File: src/rtl/core_inst_seq.sv
// core_inst_seq: instruction sequencer for core.
// Streams Q rows into qmem and K rows into kmem, loads K into the array,
// executes the Q stream, then drains the output FIFO into pmem.
// Every output is registered, so no input reaches inst combinationally.
module core_inst_seq #(
  parameter int bw          = 8,
  parameter int pr          = 8,
  parameter int col         = 8,
  parameter int total_cycle = 8,
  parameter int gap         = 10
) (
  input  logic             clk,
  input  logic             reset,
  input  logic             start,
  input  logic             in_valid,
  input  logic [pr*bw-1:0] in_data,
  output logic             in_ready,
  output logic [pr*bw-1:0] mem_in,
  output logic [16:0]      inst,
  output logic             busy,
  output logic             done
);

  typedef enum logic [3:0] {
    IDLE, QWR, QEND, KWR, KEND, SETTLE, KLOAD, KLEND,
    LOFF, GAP1, EXEC, XEND, GAP2, DRAIN, DEND
  } state_t;

  // Terminal counts; the counter is wide enough for the longest gap.
  localparam logic [9:0] TC_LAST  = 10'(total_cycle - 1);
  localparam logic [9:0] COL_LAST = 10'(col - 1);
  localparam logic [9:0] COL_N    = 10'(col);
  localparam logic [9:0] GAP_LAST = 10'(gap - 1);

  state_t     state;
  logic [9:0] cnt;
  logic       accept;
  logic [9:0] stream_last;

  assign accept      = in_valid & in_ready;
  assign stream_last = (state == KWR) ? COL_LAST : TC_LAST;

  // Assembles one instruction word; pmem_rd (bit 1) is never used.
  function automatic logic [16:0] pack_inst(
    input logic       ofifo_rd,
    input logic [3:0] qk_add,
    input logic [3:0] p_add,
    input logic       execute,
    input logic       load,
    input logic       qmem_rd,
    input logic       qmem_wr,
    input logic       kmem_rd,
    input logic       kmem_wr,
    input logic       pmem_wr
  );
    return {ofifo_rd, qk_add, p_add, execute, load, qmem_rd, qmem_wr,
            kmem_rd, kmem_wr, 1'b0, pmem_wr};
  endfunction

  // Sequencer FSM: each state registers the instruction for the following cycle.
  always_ff @(posedge clk or posedge reset) begin
    if (reset) begin
      state    <= IDLE;
      cnt      <= '0;
      inst     <= '0;
      mem_in   <= '0;
      in_ready <= 1'b0;
      busy     <= 1'b0;
      done     <= 1'b0;
    end else begin
      done <= 1'b0;
      case (state)
        IDLE: begin
          inst <= '0;
          // done is still high in the first IDLE cycle, so a start then is ignored.
          if (start && !done) begin
            state    <= QWR;
            cnt      <= '0;
            in_ready <= 1'b1;
            busy     <= 1'b1;
          end
        end
        QWR, KWR: begin
          if (accept) begin
            mem_in <= in_data;
            inst   <= pack_inst(1'b0, cnt[3:0], 4'd0, 1'b0, 1'b0, 1'b0,
                                state == QWR, 1'b0, state == KWR, 1'b0);
            if (cnt == stream_last) begin
              in_ready <= 1'b0;
              cnt      <= '0;
              state    <= (state == QWR) ? QEND : KEND;
            end else begin
              cnt <= cnt + 10'd1;
            end
          end else begin
            // A stall keeps the last address and row on the bus, write bits off.
            inst <= pack_inst(1'b0, inst[15:12], 4'd0, 1'b0, 1'b0, 1'b0,
                              1'b0, 1'b0, 1'b0, 1'b0);
          end
        end
        QEND: begin
          inst     <= '0;
          cnt      <= '0;
          in_ready <= 1'b1;
          state    <= KWR;
        end
        KEND: begin
          inst  <= '0;
          cnt   <= '0;
          state <= SETTLE;
        end
        SETTLE: begin
          inst <= '0;
          if (cnt == 10'd1) begin
            cnt   <= '0;
            state <= KLOAD;
          end else begin
            cnt <= cnt + 10'd1;
          end
        end
        KLOAD: begin
          // The first load cycle carries no read; reads then trail the count by one.
          if (cnt == 10'd0) begin
            inst <= pack_inst(1'b0, 4'd0, 4'd0, 1'b0, 1'b1, 1'b0,
                              1'b0, 1'b0, 1'b0, 1'b0);
          end else begin
            inst <= pack_inst(1'b0, cnt[3:0] - 4'd1, 4'd0, 1'b0, 1'b1, 1'b0,
                              1'b0, 1'b1, 1'b0, 1'b0);
          end
          if (cnt == COL_N) begin
            cnt   <= '0;
            state <= KLEND;
          end else begin
            cnt <= cnt + 10'd1;
          end
        end
        KLEND: begin
          inst  <= pack_inst(1'b0, 4'd0, 4'd0, 1'b0, 1'b1, 1'b0,
                             1'b0, 1'b0, 1'b0, 1'b0);
          state <= LOFF;
        end
        LOFF: begin
          inst  <= '0;
          cnt   <= '0;
          state <= GAP1;
        end
        GAP1, GAP2: begin
          inst <= '0;
          if (cnt == GAP_LAST) begin
            cnt   <= '0;
            state <= (state == GAP1) ? EXEC : DRAIN;
          end else begin
            cnt <= cnt + 10'd1;
          end
        end
        EXEC: begin
          inst <= pack_inst(1'b0, cnt[3:0], 4'd0, 1'b1, 1'b0, 1'b1,
                            1'b0, 1'b0, 1'b0, 1'b0);
          if (cnt == TC_LAST) begin
            cnt   <= '0;
            state <= XEND;
          end else begin
            cnt <= cnt + 10'd1;
          end
        end
        XEND: begin
          inst  <= '0;
          cnt   <= '0;
          state <= GAP2;
        end
        DRAIN: begin
          inst <= pack_inst(1'b1, 4'd0, cnt[3:0], 1'b0, 1'b0, 1'b0,
                            1'b0, 1'b0, 1'b0, 1'b1);
          if (cnt == TC_LAST) begin
            cnt   <= '0;
            state <= DEND;
          end else begin
            cnt <= cnt + 10'd1;
          end
        end
        DEND: begin
          inst  <= '0;
          done  <= 1'b1;
          busy  <= 1'b0;
          state <= IDLE;
        end
        default: begin
          inst     <= '0;
          in_ready <= 1'b0;
          busy     <= 1'b0;
          cnt      <= '0;
          state    <= IDLE;
        end
      endcase
    end
  end

endmodule
File: config.mk
export PLATFORM = sky130hd
export DESIGN_NAME = core_inst_seq
export DESIGN_NICKNAME = d
export VERILOG_FILES = /design/src/rtl/core_inst_seq.sv
export SDC_FILE = /design/constraint.sdc
export NUM_CORES = 1
export LEC_CHECK = 0
export BUFFER_PORTS_ARGS = -buffer_cell sky130_fd_sc_hd__clkbuf_2
export CAP_MARGIN = 25
export CORE_AREA = 5 5 114 116
export DETAILED_ROUTE_END_ITERATION = 7
export DIE_AREA = 0 0 119 121
export MAX_ROUTING_LAYER = met4
export PLACE_DENSITY = 0.7
export SETUP_SLACK_MARGIN = 0.1
export SLEW_MARGIN = 40
export SYNTH_ARGS = -nofsm -noshare
export SYNTH_HDL_FRONTEND = slang
export SYNTH_SLANG_ARGS = --single-unit
File: constraint.sdc
create_clock -name clk -period 9.45 [get_ports clk]
set_input_delay 1.89 -clock clk [delete_from_list [all_inputs] [get_ports clk]]
set_output_delay 1.89 -clock clk [all_outputs]
set_load 0.05 [all_outputs]
==> flow_metrics.tcl <==
set metrics [dict create \
    io_buffers 150 \
    synth_area_leaders "sky130_fd_sc_hd__dfrtp_1 59%, sky130_fd_sc_hd__mux2_2 18%, sky130_fd_sc_hd__a22o_1 1.9%" \
    final_design_area_no_fill_sq_mm 0.00522 \
    placementRows 40 \
    drtIter0Drc 171 \
    max_freq_mhz 315 \
    die_height_um 121 \
    fillers 1098 \
    finalWirelength_um 9440 \
    antennaDiodeCount 0 \
    p_seq_share_pct 50.8 \
    cts_tree "yes" \
    vias_cell 4.88 \
    post-synth-top-area-cell "sky130_fd_sc_hd__dfrtp_1" \
    synthFlopType "sky130_fd_sc_hd__dfrtp_1" \
    power_frac_comb_pct 3.1 \
    number_of_storage_elements_in_the_synthesis_netlist 95 \
    detail-route-antenna-nets 0 \
    synth.avg_cell_area_sq_um 12.7 \
    groute.layer.met1.usage_pct 15.2 \
    synth.top_cell.area_share_pct 58.5 \
    ys.warnings.count 0 \
    grt_setup_unrepaired "false" \
    min_path_type "register to register" \
    cts_inserted_buffers 9 \
    synthesis.area_sq_mm 0.00406 \
    route.detailed.drc 0 \
    seq_area_frac_synth_pct 58.5 \
    cp_max_fo 60 \
    ratio_of_cells_with_drive_above_1_in_the_final_layout_pct 51.4 \
    via_count 2997 \
    synthesis.instances 319 \
    net-switching-power_uw 175 \
    cts.repair_timing.setup_buffer_count 0 \
    timing.critical_path.arrival_ns 3.40 \
    syn2layout_area_growth_pct 28.5 \
    cellPowerDensity_mw_per_mm2 153 \
    post_dp_cell_area_sq_mm 0.00491 \
    total_leakage_power_nw 2.80 \
    post_route_setup_tns_ns 0 \
    cts-root-buf "sky130_fd_sc_hd__clkbuf_16" \
    totalPowerFinal_uw 800 \
    cts_hold_repair.buffers 0 \
    ir_drop_mv 0.0709 \
    clock_tree.buffer_depth 2 \
    internal_power_uw 626 \
    worstSetupStartpointType "input pin" \
    synth-edff-count 0 \
    layout.nets 534 \
    post_cts_clock_slew_at_the_launch_and_capture_registers_of_the_worst_setup_and_hold_paths_ns 0.06 \
    worstMarginPinSlew_ns 0.730 \
    timing_max_transition_violations_final 0 \
    groute.layer.met3.usage_pct 4.90 \
    slew_headroom_pct 51.4 \
    via_count_of_the_first_global_routing_pass 2991 \
    end_kind "register" \
    finalSetupViolations 0 \
    globalRoute.busiestLayer "met2" \
    post_synth_num_cell_types 44 \
    antenna_violations_before_repair 0 \
    grt_max_degree 61 \
    ctsHtreeMaxLevel 3 \
    start_util_pct 34.4 \
    place_hpwl_um 7030 \
    sw_frac_of_total_pct 21.8 \
    die_area_sq_mm 0.0144 \
    grt_overflow 0 \
    io_pins 152 \
    async_reset_ff_share_pct 100 \
    share_clk_of_total_power_pct 46.1 \
    cp.required_ns 9.67 \
    timing.final.hold_violations 0 \
    drtPass1Iterations 4 \
    clkLatencyLatePin_ns 0.34 \
    clock_sink_count 95 \
    global_route_wire_length_before_repair_um 15200 \
    clock_skew_ns 0.00555 \
    all_layer_global_routing_usage_pct 13.4 \
    run_status "finished clean" \
    mappedNetlistNets 391 \
    floorplan.core_area_sq_mm 0.0118 \
    timing_worst_setup_path_type "input pin to register" \
    max-cap-violations 0 \
    global_route.usage.met2_pct 22.0 \
    final_min_period_over_clock_period_pct 33.6 \
    die_w_um 119 \
    post_cts_resized 0 \
    period_minus_slack_ns 3.17 \
    detail_route.wl_per_cell_um 15.4 \
    gp_congestion 0.810 \
]
## stage by stage
step	std cells	worst slack [ns]	hold WS, ns	utilization, %
after floorplan	319	5.08	0.497	-
after global placement	598	5.96	0.484	41.6
after detailed placement	598	5.93	0.496	41.6
after CTS	614	6.28	0.512	44.2
after global routing	614	6.17	0.526	44.2
final	614	6.28	0.506	44.2
## cell usage in the layout (no fill, tap or decap), drive strengths merged
cell type,instances
o31ai,1
and2,4
conb,1
xnor2,1
a211oi,1
and4b,2
bufinv,1
or3,1
o211ai,3
nand4b,1
o221ai,2
and4bb,1
nor4,2
mux2,66
nand3b,2
a22o,9
or4b,1
a21oi,3
nand3,6
nor3,7
nor2b,9
and3,6
clkinv,2
dfrtp,95
o21ai,21
o22ai,1
clkinvlp,3
clkbuf,159
nand2b,2
buf,2
nand2,18
a221o,2
a31oi,1
inv,7
o21a,1
a32oi,1
nand4,1
ha,4
nor3b,3
nor2,14
## layout make-up
cell class | count | area [sq um] | share of cell area, %
Timing Repair Buffer | 152 | 769 | 14.7
Multi-Input combinational cell | 198 | 1560 | 29.9
Sequential cell | 95 | 2380 | 45.5
Inverter | 6 | 23.8 | 0.455
Clock inverter | 7 | 81.3 | 1.56
Tap cell | 147 | 184 | 3.52
Clock buffer | 9 | 225 | 4.31
## power groups by stage
stage | Combinational [mW] | Clock (mW) | Sequential (mW)
2_1_floorplan | 0.00791 | 0 | 0.415
3_3_place_gp | 0.0251 | 0 | 0.415
3_5_place_dp | 0.0250 | 0 | 0.415
4_1_cts | 0.0251 | 0.382 | 0.407
5_1_grt | 0.0281 | 0.399 | 0.407
6_report | 0.0245 | 0.369 | 0.407
## per-layer routing
metal,up-vias,wire length [um]
met5,-,0
met2,116,4670
li1,1422,-
met1,1441,3860
met4,0,207
met3,18,696
## path summary, 6_finish.rpt
path | startpoint | endpoint | slack (ns) | cells past startpoint
max in group asynchronous | reset | mem_in[1] | 6.90 | 3
hold reg to reg | inst[13] | inst[13] | 0.51 | 2
setup reg to reg | state[3] | mem_in[17] | 6.86 | 5
hold / removal | inst[13] | inst[13] | 0.51 | 2
min in group asynchronous | reset | mem_in[31] | 1.59 | 2
setup / recovery | in_valid | mem_in[17] | 6.28 | 5
## critical path, cell delays in order
cell and delay [ns]:
sky130_fd_sc_hd__clkbuf_2 0.08, sky130_fd_sc_hd__nand2_1 0.09, sky130_fd_sc_hd__nor2_4 0.25, sky130_fd_sc_hd__buf_4 0.62, sky130_fd_sc_hd__mux2_2 0.42
## flip-flops by register name, indices dropped and copies added (netlist names)
signal,cells
done,1
cnt,10
busy,1
in_ready,1
mem_in,64
state,4
inst,14
## cell usage after synthesis, types with 4 or more instances
cell type	n
sky130_fd_sc_hd__nor2_1	13
sky130_fd_sc_hd__dfrtp_1	95
sky130_fd_sc_hd__inv_1	6
sky130_fd_sc_hd__mux2_2	66
sky130_fd_sc_hd__nand3_1	6
sky130_fd_sc_hd__nor2b_1	9
sky130_fd_sc_hd__nor3_1	7
sky130_fd_sc_hd__o21ai_0	14
sky130_fd_sc_hd__and2_1	4
sky130_fd_sc_hd__and3_1	6
sky130_fd_sc_hd__nand2_1	17
sky130_fd_sc_hd__ha_1	4
sky130_fd_sc_hd__a22o_1	9
sky130_fd_sc_hd__o21ai_1	7
sky130_fd_sc_hd__buf_2	12
## cells by family after synthesis
kind of cell | Yosys count | synth area share (%)
adders and majority gates | 4 | 1.23
xor gates and xnor gates | 1 | 0.216
muxes | 66 | 18.3
and+or+nand+nor | 80 | 10.9
DFF | 95 | 58.5
other | 1 | 0.0923
buffers and inverters | 26 | 3.26
AOI/OAI and AO/OA | 46 | 7.45
(Power assumes the default switching activity.)
